## src/rtl/popcount_pkg.sv

```systemverilog
// Shared definitions for the popcount frame arbiter: default sizing, word width
// and the controller state encoding.
// Pure declarations, no logic; imported by every file of the block.
// Purpose: single source of truth for constants used by the top and popcount7.
package popcount_pkg;

    localparam int NREQ_DEF  = 4;   // default number of requesters
    localparam int ACC_W_DEF = 16;  // default accumulator / result width
    localparam int WORD_W    = 7;   // width of one request beat
    localparam int CNT_W     = 3;   // width of a 7-bit set-bit count (0..7)

    typedef enum logic [1:0] {
        ST_IDLE   = 2'd0,
        ST_RUN    = 2'd1,
        ST_RESULT = 2'd2
    } state_e;

endpackage

```

## src/rtl/popcount7.sv

```systemverilog
// Counts the set bits of one 7-bit beat.
// Latency: purely combinational, zero cycles.
// Backpressure: none; output follows the input word.
// Ports: word_i - beat to count; cnt_o - number of ones (0..7).
module popcount7
    import popcount_pkg::*;
(
    input  logic [WORD_W-1:0] word_i,
    output logic [CNT_W-1:0]  cnt_o
);

    always_comb begin
        cnt_o = '0;
        for (int i = 0; i < WORD_W; i++) begin
            cnt_o = cnt_o + CNT_W'(word_i[i]);
        end
    end

endmodule

```

## src/rtl/popcount_frame_arbiter.sv

```systemverilog
// Round-robin arbiter that grants one requester a whole frame and sums the set
// bits of its beats. Latency: grant one cycle after IDLE sees a request;
// result valid one cycle after the last beat. Backpressure: req_ready only for
// the owner in RUN; result held until res_ready; one IDLE cycle between frames.
// Ports: clk/rst_n; req_valid/req_data/req_last/req_ready per requester (7-bit
// words packed at [7k+6:7k]); res_valid/res_ready handshake with res_sum,
// res_id, res_sat (zero while res_valid is low); busy = not IDLE.
module popcount_frame_arbiter
    import popcount_pkg::*;
#(
    parameter int NREQ  = NREQ_DEF,
    parameter int ACC_W = ACC_W_DEF
) (
    input  logic                     clk,
    input  logic                     rst_n,
    input  logic [NREQ-1:0]          req_valid,
    input  logic [WORD_W*NREQ-1:0]   req_data,
    input  logic [NREQ-1:0]          req_last,
    output logic [NREQ-1:0]          req_ready,
    output logic                     res_valid,
    input  logic                     res_ready,
    output logic [ACC_W-1:0]         res_sum,
    output logic [$clog2(NREQ)-1:0]  res_id,
    output logic                     res_sat,
    output logic                     busy
);

    localparam int IDW = $clog2(NREQ);

    state_e             state_q, state_d;
    logic [IDW-1:0]     ptr_q, ptr_d;
    logic [IDW-1:0]     grant_q, grant_d;
    logic [ACC_W-1:0]   acc_q, acc_d;
    logic               sat_q, sat_d;

    logic [WORD_W-1:0]  word;
    logic [CNT_W-1:0]   cnt;
    logic [ACC_W:0]     sum_wide;
    logic               beat;

    // First requester with valid set, scanning upward from p and wrapping.
    function automatic logic [IDW-1:0] rr_pick(input logic [NREQ-1:0] v,
                                               input logic [IDW-1:0]  p);
        logic [IDW-1:0] sel;
        logic           found;
        sel   = p;
        found = 1'b0;
        for (int i = 0; i < NREQ; i++) begin
            int idx;
            idx = (int'(p) + i) % NREQ;
            if (!found && v[idx]) begin
                sel   = IDW'(idx);
                found = 1'b1;
            end
        end
        return sel;
    endfunction

    // Only the owner's word reaches the single counter instance.
    always_comb begin
        word = '0;
        for (int k = 0; k < NREQ; k++) begin
            if (grant_q == IDW'(k)) begin
                word = req_data[k*WORD_W +: WORD_W];
            end
        end
    end

    popcount7 u_popcount7 (
        .word_i (word),
        .cnt_o  (cnt)
    );

    assign req_ready = (state_q == ST_RUN) ? (NREQ'(1) << grant_q) : '0;
    assign beat      = (state_q == ST_RUN) && req_valid[grant_q];
    // One extra bit catches overflow so the accumulator can clamp.
    assign sum_wide  = {1'b0, acc_q} + (ACC_W+1)'(cnt);

    always_comb begin
        state_d = state_q;
        ptr_d   = ptr_q;
        grant_d = grant_q;
        acc_d   = acc_q;
        sat_d   = sat_q;
        case (state_q)
            ST_IDLE: begin
                if (|req_valid) begin
                    grant_d = rr_pick(req_valid, ptr_q);
                    acc_d   = '0;
                    sat_d   = 1'b0;
                    state_d = ST_RUN;
                end
            end
            ST_RUN: begin
                if (beat) begin
                    if (sum_wide[ACC_W]) begin
                        acc_d = '1;
                        sat_d = 1'b1;
                    end else begin
                        acc_d = sum_wide[ACC_W-1:0];
                    end
                    if (req_last[grant_q]) begin
                        state_d = ST_RESULT;
                    end
                end
            end
            ST_RESULT: begin
                if (res_ready) begin
                    state_d = ST_IDLE;
                    ptr_d   = (grant_q == IDW'(NREQ-1)) ? '0 : grant_q + 1'b1;
                end
            end
            default: state_d = ST_IDLE;
        endcase
    end

    always_ff @(posedge clk or negedge rst_n) begin
        if (!rst_n) begin
            state_q <= ST_IDLE;
            ptr_q   <= '0;
            grant_q <= '0;
            acc_q   <= '0;
            sat_q   <= 1'b0;
        end else begin
            state_q <= state_d;
            ptr_q   <= ptr_d;
            grant_q <= grant_d;
            acc_q   <= acc_d;
            sat_q   <= sat_d;
        end
    end

    assign res_valid = (state_q == ST_RESULT);
    assign res_sum   = res_valid ? acc_q   : '0;
    assign res_id    = res_valid ? grant_q : '0;
    assign res_sat   = res_valid ? sat_q   : 1'b0;
    assign busy      = (state_q != ST_IDLE);

endmodule

```

## config.mk

```make
export PLATFORM = sky130hd
export DESIGN_NAME = popcount_frame_arbiter
export DESIGN_NICKNAME = d
export VERILOG_FILES = /design/src/rtl/popcount_pkg.sv /design/src/rtl/popcount7.sv /design/src/rtl/popcount_frame_arbiter.sv
export SDC_FILE = /design/constraint.sdc
export NUM_CORES = 1
export LEC_CHECK = 0
export ABC_CLOCK_PERIOD_IN_PS = 6670
export CORE_MARGIN = 5
export CORE_UTILIZATION = 43
export DETAILED_ROUTE_END_ITERATION = 10
export PLACE_DENSITY = 0.88
export SYNTH_ARGS = -nofsm -noshare
export SYNTH_HDL_FRONTEND = slang
export SYNTH_SLANG_ARGS = --single-unit
```

## constraint.sdc

```tcl
create_clock -name clk -period 6.67 [get_ports clk]
set_input_delay 1.334 -clock clk [delete_from_list [all_inputs] [get_ports clk]]
set_output_delay 1.334 -clock clk [all_outputs]
set_load 0.02 [all_outputs]
```

==> results of run 1 <==
## routing by layer
layer / vias to the layer above / share of wire (%) / wire length (µm) / global-route usage (%)
li1: 943 / - / - / -
met1: 909 / 43 / 2230 / 24.4
met2: 74 / 46 / 2390 / 31.2
met3: 11 / 9.5 / 493 / 3.96
met4: 0 / 1.5 / 76 / 5.44
met5: - / 0 / 0 / 0
## metrics by stage
| step | std cells | power (mW) | utilization (%) | setup WS, ns |
|---|---|---|---|---|
| after floorplan | 229 | 0.806 | - | 1.19 |
| after global routing | 337 | 1.24 | 62.2 | 0.269 |
| after CTS | 337 | 1.12 | 62.2 | 0.670 |
| after detailed placement | 333 | 1.02 | 61.1 | 0.389 |
| after global placement | 333 | 1.00 | 61.1 | 0.518 |
| final | 337 | 1.11 | 62.2 | 0.650 |
## registers in the layout (all words and copies together), names as in the netlist
signal / flops
state_q: 2
ptr_q: 2
acc_q: 16
grant_q: 2
sat_q: 1
## cells by family (layout without fill, tap and decap cells)
logic type | after synthesis | count (layout)
buffers and inverters | 20 | 78
adder cells (fa/ha/maj) | 14 | 14
AND/OR/NAND/NOR | 92 | 92
AO/OA/AOI/OAI | 75 | 75
XOR/XNOR | 2 | 2
flip-flops | 23 | 23
multiplexers | 3 | 3
## layout make-up
type | instances | share of cell area (%)
multi-input cells | 186 | 46.7
repair buffers | 63 | 24.8
flip-flops and latches | 23 | 22.6
well taps | 50 | 2.46
clock buffers | 3 | 1.62
inverters | 11 | 1.62
clock inverters | 1 | 0.197
## power by group
part | total, mW | internal, mW | switching, mW
sequential | 0.211 | 0.170 | 0.0405
combinational | 0.813 | 0.356 | 0.457
clock | 0.0866 | 0.0417 | 0.0449
total | 1.11 | 0.568 | 0.542
## final timing paths
path                             start   endpoint  depth (start not counted)
max                        req_data[8]   acc_q[8]                         17
min                              sat_q      sat_q                          2
max reg2reg                 grant_q[1]   acc_q[8]                         19
min reg2reg                      sat_q      sat_q                          2
max in group asynchronous        rst_n  acc_q[11]                          1
min in group asynchronous        rst_n   acc_q[9]                          1
## tightest hold or removal path, cell delays in order, from the launching register on
cell     delay (ns)
dfrtp_1        0.36
a21oi_1        0.05
nor2_1         0.08
## synth_stat cells (all sizes together), types with 3 or more instances
| master | number | area, µm² |
|---|---|---|
| a21oi | 24 | 120 |
| a22oi | 6 | 45.0 |
| a311oi | 3 | 26.3 |
| a31oi | 9 | 56.3 |
| and2 | 19 | 119 |
| buf | 3 | 17.5 |
| clkbuf | 6 | 22.5 |
| dfrtp | 23 | 576 |
| fa | 4 | 80.1 |
| ha | 10 | 125 |
| inv | 11 | 41.3 |
| nand2 | 18 | 67.6 |
| nand3 | 7 | 35.0 |
| nor2 | 24 | 90.1 |
| nor2b | 6 | 37.5 |
| nor3 | 7 | 40.0 |
| o21ai | 17 | 85.1 |
==> metrics.md, run 1 <==
| Metric | Value |
|---|---|
| Post-synthesis mux area share | 1.70% |
| Tmin final | 6.02 ns |
| Placer Congestion | 0.856 |
| Largest family of logic cells by synthesized area | simple AND/OR/NAND/NOR gates |
| Slowest cell on crit path | fa_1 |
| Fill cells | 375 |
| Compound-gate portion of the synthesized area | 24.9% |
| Vias/cell | 5.75 |
| Area growth, synth to finish | 37.9% |
| Worst Skew | 0.00780 ns |
| Routed Antenna Nets | 0 |
| # diodes | 0 |
| Final setup violation count | 0 |
| Final worst-path cycle share | 90.3% |
| Syn Nets | 282 |
| Post-Synth Simple-Gate Area | 25.7% |
| Die ar. | 5700 µm² |
| Wirelength per Cell | 15.4 µm |
| Lkg Pwr | 1.04 nW |
| Layout cells sized above 1 | 3.14% |
| Top FF cell, synth | dfrtp_1 |
| Initial Util | 45.1% |
| Req. time, crit path | 6.84 ns |
| Number of remaining DRC errors | 0 |
| VDD IR max | 0.000254 V |
| Input/output buffers | 63 |
| Unrepaired setup endpoints after global routing | no |
| PwrDens | 437 nW/µm² |
| Async SR Flop Fraction | 100% |
| CTS tree | built |
| Multi-input gate area | 1190 µm² |
| Maximum clock path buffer count | 2 |
| Fin. Hold Viols | 0 |
| Cell family with most CP delay | adder cells |
| Slew @ Worst Pin | 1.08 ns |
| Fin nets | 341 |
| Detailed-route wire length | 5.19 mm |
| Worst path arrival time | 6.19 ns |
| Crit path max fanout | 6 |
| DIE WIDTH | 75.5 µm |
| Seq cells post-synth | 23 |
| Worst slew margin | 27.9% |
| Clock Latency Late Sink | 0.27 ns |
| Synth warn | 0 |
| Via count | 1937 |
| Hold Buf Count CTS | 0 |
| Cell area after layout | 2540 µm² |
| Dpl hpwl | 4.02 mm |
| Largest net degree at the start of global routing | 24 |
| Fin Setup TNS | 0 ns |
| CTS HTree Levels | 1 |
| Hold WC Path Type | flop to flop |
| GRT Residual Overflow | 0 |
| Type of origin of the critical path | primary input |
| CP Class | primary input to flop |
| Cell Rows | 23 |
| Placed instance area | 2500 µm² |
| Mapped Cells | 229 |
| CP peak stage delay | 0.51 ns |
| Most common cell after layout, fill and taps aside | clkdlybuf4s50_1 |
| Status | finished clean |
| Vias in the first global route | 1840 |
| Post-CTS setup buffer count | 0 |
| Cell variety after synth | 41 |
| Seq. cell area | 576 µm² |
| Detailed Route Iter0 Violations | 89 |
| Worst R2R Setup Slack | 0.80 ns |
| Clock transition at path regs | 0.08 ns |
| Post-synthesis adder-cell area fraction | 11.1% |
| GRT Total Usage | 18.7% |
| Synthesized area per cell | 8.05 µm² |
| Synth Area in XOR/XNOR | 0.950% |
| Cts repair resizes | 0 |
| Core area | 4090 µm² |
| Global-route wire length before repair | 8.38 mm |
| CTS root buf | clkbuf_8 |
| Most frequent cells in the layout | clkdlybuf4s50_1, nor2_1, a21oi_1, dfrtp_1, and2_1 |
| Num CTS Buffers | 3 |
| Io pins | 64 |
| DRT Pass-1 Iters | 5 |
| EDFF count, synth | 0 |
| Sequential element share of the synthesized area | 31.2% |
| Cell Chain, Critical Path | clkdlybuf4s50_1, a22oi_1, nor2_1, a21oi_1, o21ai_0, ha_1, fa_1, fa_1, ha_1, fa_1, inv_1, fa_1, nor2b_1, o211ai_1, nor3_1, nor3_1, a311oi_1 |
| Clock sink count | 23 |
| Initial antenna violation count | 0 |
| Worst hold margin | 0.532 ns |
| F_max | 166 MHz |
| Die height | 75.5 µm |
| Worst setup EP type | flop |
| Mapped Area | 1840 µm² |
| Max Cap Violations | 0 |
| Most Frequent Cell on Critical Path | fa_1 |
| Critical path buffers and inverters | 2 |
| Count of pins over their slew limit | 0 |
Power figures use the tool's default switching activity.
==> inputs of run 2 (changes only) <==
--- a/config.mk
+++ b/config.mk
@@ -6,10 +6,12 @@
 export NUM_CORES = 1
 export LEC_CHECK = 0
 export ABC_CLOCK_PERIOD_IN_PS = 6670
+export CELL_PAD_IN_SITES_DETAIL_PLACEMENT = 1
+export CELL_PAD_IN_SITES_GLOBAL_PLACEMENT = 1
 export CORE_MARGIN = 5
-export CORE_UTILIZATION = 43
+export CORE_UTILIZATION = 33
 export DETAILED_ROUTE_END_ITERATION = 10
-export PLACE_DENSITY = 0.88
+export PLACE_DENSITY = 0.92
 export SYNTH_ARGS = -nofsm -noshare
 export SYNTH_HDL_FRONTEND = slang
 export SYNTH_SLANG_ARGS = --single-unit
==> run 2 against run 1 <==
  * Sequential cell count unchanged
  * Cell count rose by 6.8%
  * First-iteration DRC count decreased by 72%
  * Maximum frequency up 0.22%
  * Core utilization down 15 points
  * Critical path depth is the same
  * Setup slack gained 0.013 ns
  * Cell area up 1.5%
  * Largest cell class unchanged
==> metrics.md, run 2 (synthesized netlist as in run 1, its figures left out) <==
| Metric | Value |
|---|---|
| Cell Rows | 27 (+17%) |
| Reg-to-Reg Start | grant_q[1] |
| Cell Chain, Critical Path | clkdlybuf4s50_1, nand3b_1, a21oi_1, a21oi_1, o21ai_0, ha_1, fa_1, fa_1, ha_1, fa_1, inv_1, fa_1, nor2b_1, o211ai_1, or3_1, and4_1, a211oi_1 |
| Detailed-route wire length | 5.83 mm (+12%) |
| Clock Latency Late Sink | 0.27 ns (about the same) |
| Biggest register | acc_q |
| PwrDens | 449 nW/µm² (+2.8%) |
| Global-route wire length before repair | 9.83 mm (+17%) |
| Hold endpoint | sat_q |
| Hold Buf Count CTS | 0 (unchanged) |
| Vias in the first global route | 2016 (+9.6%) |
| Type of origin of the critical path | primary input |
| Final std cells w/o fill | 360 (+6.8%) |
| Fin nets | 342 (+0.29%) |
| Placed Cells incl. Taps | 356 (+6.9%) |
| Fin. Hold Viols | 0 (unchanged) |
| Pint | 0.579 mW (+1.8%) |
| Initial antenna violation count | 0 (unchanged) |
| Via count | 1926 (-0.57%) |
| Tmin final | 6.01 ns (-0.0132 ns) |
| DRT Pass-1 Iters | 4 (-1) |
| Worst slew margin | 25.2% (-2.7 points) |
| Final core area utilization | 47.1% (-15 points) |
| Fin Setup TNS | 0 ns (unchanged) |
| Sequential cell fraction of total power | 18.4% (-0.6 points) |
| Post-CTS setup buffer count | 0 (unchanged) |
| GRT Residual Overflow | 0 (unchanged) |
| GRT Total Usage | 16.4% (-2.2 points) |
| Core area | 5470 µm² (+34%) |
| R2R depth | 19 (unchanged) |
| Area growth, synth to finish | 40.0% |
| CP Class | primary input to flop |
| Wirelength per Cell | 16.2 µm (+5.2%) |
| Crit path max fanout | 9 (+3) |
| Req. time, crit path | 6.85 ns (about the same) |
| Initial Util | 33.7% (-11 points) |
| Slowest cell on crit path | or3_1 |
| PnR worst setup slack | 0.663 ns (+0.0132 ns) |
| Pre-CTS setup slack | 0.341 ns (-0.0477 ns) |
| Lkg Pwr | 1.05 nW (+0.16%) |
| Max reg flops | 16 (unchanged) |
| Io pins | 64 (unchanged) |
| Clock sink count | 23 (unchanged) |
| Routed Antenna Nets | 0 (unchanged) |
| Largest net degree at the start of global routing | 24 (unchanged) |
| Dpl hpwl | 4.60 mm (+14%) |
| Maximum clock path buffer count | 2 (unchanged) |
| Most common cell after layout, fill and taps aside | clkdlybuf4s50_1 |
| Num CTS Buffers | 3 (unchanged) |
| DIE WIDTH | 84.7 µm (+12%) |
| Cts repair resizes | 0 (unchanged) |
| Max Cap Violations | 0 (unchanged) |
| CTS tree | built |
| # diodes | 0 (unchanged) |
| Worst R2R Setup Slack | 0.71 ns (-0.09 ns) |
| Die height | 84.7 µm (+12%) |
| Worst setup EP type | flop |
| Number of remaining DRC errors | 0 (unchanged) |
| Multi-input gate area | 1190 µm² (unchanged) |
| Final setup violation count | 0 (unchanged) |
| Slew @ Worst Pin | 1.12 ns (+0.0402 ns) |
| Input/output buffers | 63 (unchanged) |
| Final worst-path cycle share | 90.1% (-0.20 points) |
| Vias/cell | 5.35 (-6.9%) |
| Count of pins over their slew limit | 0 (unchanged) |
| CP peak stage delay | 0.56 ns (+0.05 ns) |
| Clock Power Share | 7.9% (about the same) |
| Worst path arrival time | 6.19 ns (about the same) |
| Most Frequent Cell on Critical Path | fa_1 |
| CTS HTree Levels | 1 (unchanged) |
| Worst Skew | 0.00278 ns (-0.00502 ns) |
| Worst hold margin | 0.515 ns (-0.0165 ns) |
| Status | finished clean |
| Comb pwr share | 73.7% (+0.5 points) |
| Net Sw Power | 0.580 mW (+7.0%) |
| F_max | 166 MHz (+0.22%) |
| Reg2reg end | acc_q[7] |
| Switching Share | 50.1% (+1.3 points) |
| Layout cells sized above 1 | 3.47% (+0.34 points) |
| Hold WC Path Type | flop to flop |
| Detailed Route Iter0 Violations | 25 (-72%) |
| Seq. cell area | 576 µm² (unchanged) |
| Clock transition at path regs | 0.09 ns (about the same) |
| Unrepaired setup endpoints after global routing | no |
| Most frequent cells in the layout | clkdlybuf4s50_1, nor2_1, a21oi_1, dfrtp_1, and2_1 |
| Placer Congestion | 0.786 (-8.1%) |
| Die ar. | 7180 µm² (+26%) |
| Hold path depth | 2 (unchanged) |
| Fill cells | 686 (+83%) |
| VDD IR max | 0.000207 V (-19%) |
| CTS root buf | clkbuf_8 |
| Worst hold path startpoint | sat_q |
==> run 2: cell types whose count changed in the layout (fill, tap and decap cells not counted) <==
cell / delta
clkinvlp_4: +1
buf_4: +1
clkinv_2: -1
==> run 2: area by class of cell <==
| cell class | instances | share of cell area, % |
|---|---|---|
| clock buffers | 3 | 1.60 |
| multi-input cells | 186 | 46.0 |
| inverters | 11 | 1.60 |
| repair buffers | 64 | 24.7 |
| clock inverters | 1 | 0.291 |
| well taps | 72 | 3.49 |
| flip-flops and latches | 23 | 22.3 |
==> run 2: how the worst max path moves through the flow <==
stage               slack (ns)         from  cells after the start       end
finish                    0.66  req_data[0]                     17  acc_q[7]
global route              0.31   grant_q[1]                     19  acc_q[7]
CTS                       0.65  req_data[0]                     17  acc_q[7]
detailed placement        0.34  req_data[0]                     17  acc_q[7]
global placement          0.50  req_data[0]                     17  acc_q[7]
floorplan                 1.19  req_data[8]                     17  acc_q[7]
==> run 2: worst max-delay path: cells and delay by family <==
family / cells / cell delay [ns]
buf+inv: 2 / 0.53
fa+ha+maj: 6 / 2.46
simple gates: 4 / 1.06
compound gates: 5 / 0.79
==> run 2: routing by layer <==
metal	GRT usage, %	vias up	share of wire (%)
li1	-	937	-
met1	21.4	923	47
met2	28.4	61	46
met3	3.43	5	6.1
met4	2.73	0	0.62
met5	0	-	0
==> run 2: stage by stage <==
stage	power, mW	instance area, µm²
2_1_floorplan	0.806	1840
5_1_grt	1.30	2580
6_report	1.16	2580
4_1_cts	1.18	2580
3_3_place_gp	1.00	2530
3_5_place_dp	1.07	2530
==> run 2: power by group through the flow <==
stage	clock network [mW]	registers [mW]	logic, mW
6_report	0.0910	0.213	0.855
3_5_place_dp	0	0.215	0.856
4_1_cts	0.0934	0.213	0.874
5_1_grt	0.102	0.220	0.974
3_3_place_gp	0	0.213	0.790
2_1_floorplan	0	0.197	0.610
==> inputs of run 3 (changes only) <==
==> constraint.sdc (replaced) <==
create_clock -name clk -period 6.67 [get_ports clk]
set_input_delay 0.667 -clock clk [delete_from_list [all_inputs] [get_ports clk]]
set_output_delay 0.667 -clock clk [all_outputs]
set_load 0.02 [all_outputs]
==> run 3 against run 2 <==
  * Setup slack better by 0.058 ns
  * Critical endpoint unchanged
  * Critical path type is now flop to flop
  * Clock skew is 0.0042 ns higher
  * Cell area is 0.29% lower
  * Wire length is 4.7% higher
  * Die area stayed put
==> metrics.md, run 3 (synthesized netlist as in run 1, its figures left out) <==
| Metric | Value |
|---|---|
| Status | finished clean |
| CTS tree | built |
| GRT Total Usage | 17.2% (+0.77 points) |
| Detailed Route Iter0 Violations | 65 (+160%) |
| Worst slew margin | 26.7% (+1.5 points) |
| Most common cell after layout, fill and taps aside | clkdlybuf4s50_1 |
| GRT Residual Overflow | 0 (unchanged) |
| Num CTS Buffers | 3 (unchanged) |
| Via count | 1902 (-1.2%) |
| F_max | 168 MHz (+0.98%) |
| Fin nets | 341 (-0.29%) |
| Detailed-route wire length | 6.11 mm (+4.7%) |
| Initial antenna violation count | 0 (unchanged) |
| Vias/cell | 5.30 (-0.97%) |
| Input/output buffers | 63 (unchanged) |
| Clock Latency Late Sink | 0.27 ns (about the same) |
| Hold WC Path Type | flop to flop |
| Slew @ Worst Pin | 1.10 ns (-0.0259 ns) |
| Worst hold margin | 0.541 ns (+0.0253 ns) |
| Type of origin of the critical path | flop |
| Area growth, synth to finish | 39.6% |
| Initial Util | 33.7% (unchanged) |
| Tmin final | 5.95 ns (-0.0584 ns) |
| Maximum clock path buffer count | 2 (unchanged) |
| DRT Pass-1 Iters | 4 (unchanged) |
| # diodes | 0 (unchanged) |
| Clock sink count | 23 (unchanged) |
| Die height | 84.7 µm (unchanged) |
| Fin Setup TNS | 0 ns (unchanged) |
| Most frequent cells in the layout | clkdlybuf4s50_1, nor2_1, a21oi_1, dfrtp_1, and2_1 |
| Wirelength per Cell | 17.0 µm (+5.0%) |
| Vias in the first global route | 2024 (+0.40%) |
| Number of remaining DRC errors | 0 (unchanged) |
| Biggest register | acc_q |
| Dpl hpwl | 4.72 mm (+2.6%) |
| VDD IR max | 0.000224 V (+8.4%) |
| Req. time, crit path | 6.85 ns (about the same) |
| Hold Buf Count CTS | 0 (unchanged) |
| Clock transition at path regs | 0.09 ns (about the same) |
| Cell Rows | 27 (unchanged) |
| Post-CTS setup buffer count | 0 (unchanged) |
| Fin. Hold Viols | 0 (unchanged) |
| Max reg flops | 16 (unchanged) |
| Count of pins over their slew limit | 0 (unchanged) |
| Io pins | 64 (unchanged) |
| Lkg Pwr | 1.04 nW (-0.52%) |
| Worst Skew | 0.00700 ns (+0.00422 ns) |
| Final worst-path cycle share | 89.2% (-0.87 points) |
| Final setup violation count | 0 (unchanged) |
| Largest net degree at the start of global routing | 24 (unchanged) |
| Core area | 5470 µm² (unchanged) |
| Global-route wire length before repair | 10.2 mm (+4.1%) |
| PwrDens | 456 nW/µm² (+1.4%) |
| Unrepaired setup endpoints after global routing | no |
| CTS root buf | clkbuf_8 |
| Crit path max fanout | 10 (+1) |
| DIE WIDTH | 84.7 µm (unchanged) |
| Worst path arrival time | 6.13 ns (-0.06 ns) |
| Worst setup EP type | flop |
| Max Cap Violations | 0 (unchanged) |
| Layout cells sized above 1 | 3.14% (-0.34 points) |
| CTS HTree Levels | 1 (unchanged) |
| Pwr Total | 1.17 mW (+1.1%) |
| Final core area utilization | 47.0% (-0.14 points) |
| Routed Antenna Nets | 0 (unchanged) |
| CP Class | flop to flop |
| Die ar. | 7180 µm² (unchanged) |
| Placer Congestion | 0.839 (+6.7%) |
| Cts repair resizes | 0 (unchanged) |
[run 3: cell types whose count changed in the layout (fill, tap and decap cells not counted), sizes merged]
cell and change:
buf -1
[run 3: final cells by class]
class / count / area (µm²)
inverters: 11 / 41.3
clock buffers: 3 / 41.3
well taps: 72 / 90.1
flip-flops and latches: 23 / 576
multi-input cells: 186 / 1190
repair buffers: 63 / 631
fillers: 671 / 2900
clock inverters: 1 / 7.51
[run 3: final timing paths]
| path | startpoint | end | slack (ns) | cells past startpoint |
|---|---|---|---|---|
| max | grant_q[1] | acc_q[7] | 0.72 | 19 |
| min | acc_q[7] | acc_q[7] | 0.54 | 1 |
| max reg2reg | grant_q[1] | acc_q[7] | 0.72 | 19 |
| min reg2reg | acc_q[7] | acc_q[7] | 0.54 | 1 |
| max in group asynchronous | rst_n | acc_q[0] | 5.03 | 1 |
| min in group asynchronous | rst_n | acc_q[6] | 0.98 | 1 |
[run 3: power breakdown]
part	total (mW)	leakage [nW]	internal (mW)	switching, mW
Sequential	0.215	0.306	0.170	0.0444
Combinational	0.865	0.713	0.367	0.499
Clock	0.0921	0.0217	0.0423	0.0497
Total	1.17	1.04	0.579	0.593
[run 3: metal layers]
layer | share of wire, % | up-vias | GRT usage, %
li1 | - | 936 | -
met1 | 48 | 907 | 22.3
met2 | 48 | 55 | 30.3
met3 | 4.2 | 4 | 3.04
met4 | 0.59 | 0 | 2.59
met5 | 0 | - | 0
[run 3: through the flow]
stage	area, µm²	instances	setup WS, ns
4_1_cts	2570	359	0.655
3_3_place_gp	2520	355	1.03
3_5_place_dp	2520	355	0.658
2_1_floorplan	1840	229	1.21
5_1_grt	2570	359	0.284
6_report	2570	359	0.721
[run 3: critical path, stage by stage, from the launching register on]
cell,delay (ns)
dfrtp_1,0.55
inv_1,0.14
ha_1,0.32
nor2b_1,0.39
a22oi_1,0.12
nor2_1,0.12
a21oi_1,0.06
o21ai_0,0.18
ha_1,0.28
fa_1,0.51
fa_1,0.51
ha_1,0.23
fa_1,0.53
inv_1,0.09
fa_1,0.43
nor2b_1,0.17
o211ai_1,0.20
or3_1,0.56
and4_1,0.26
a211oi_1,0.21
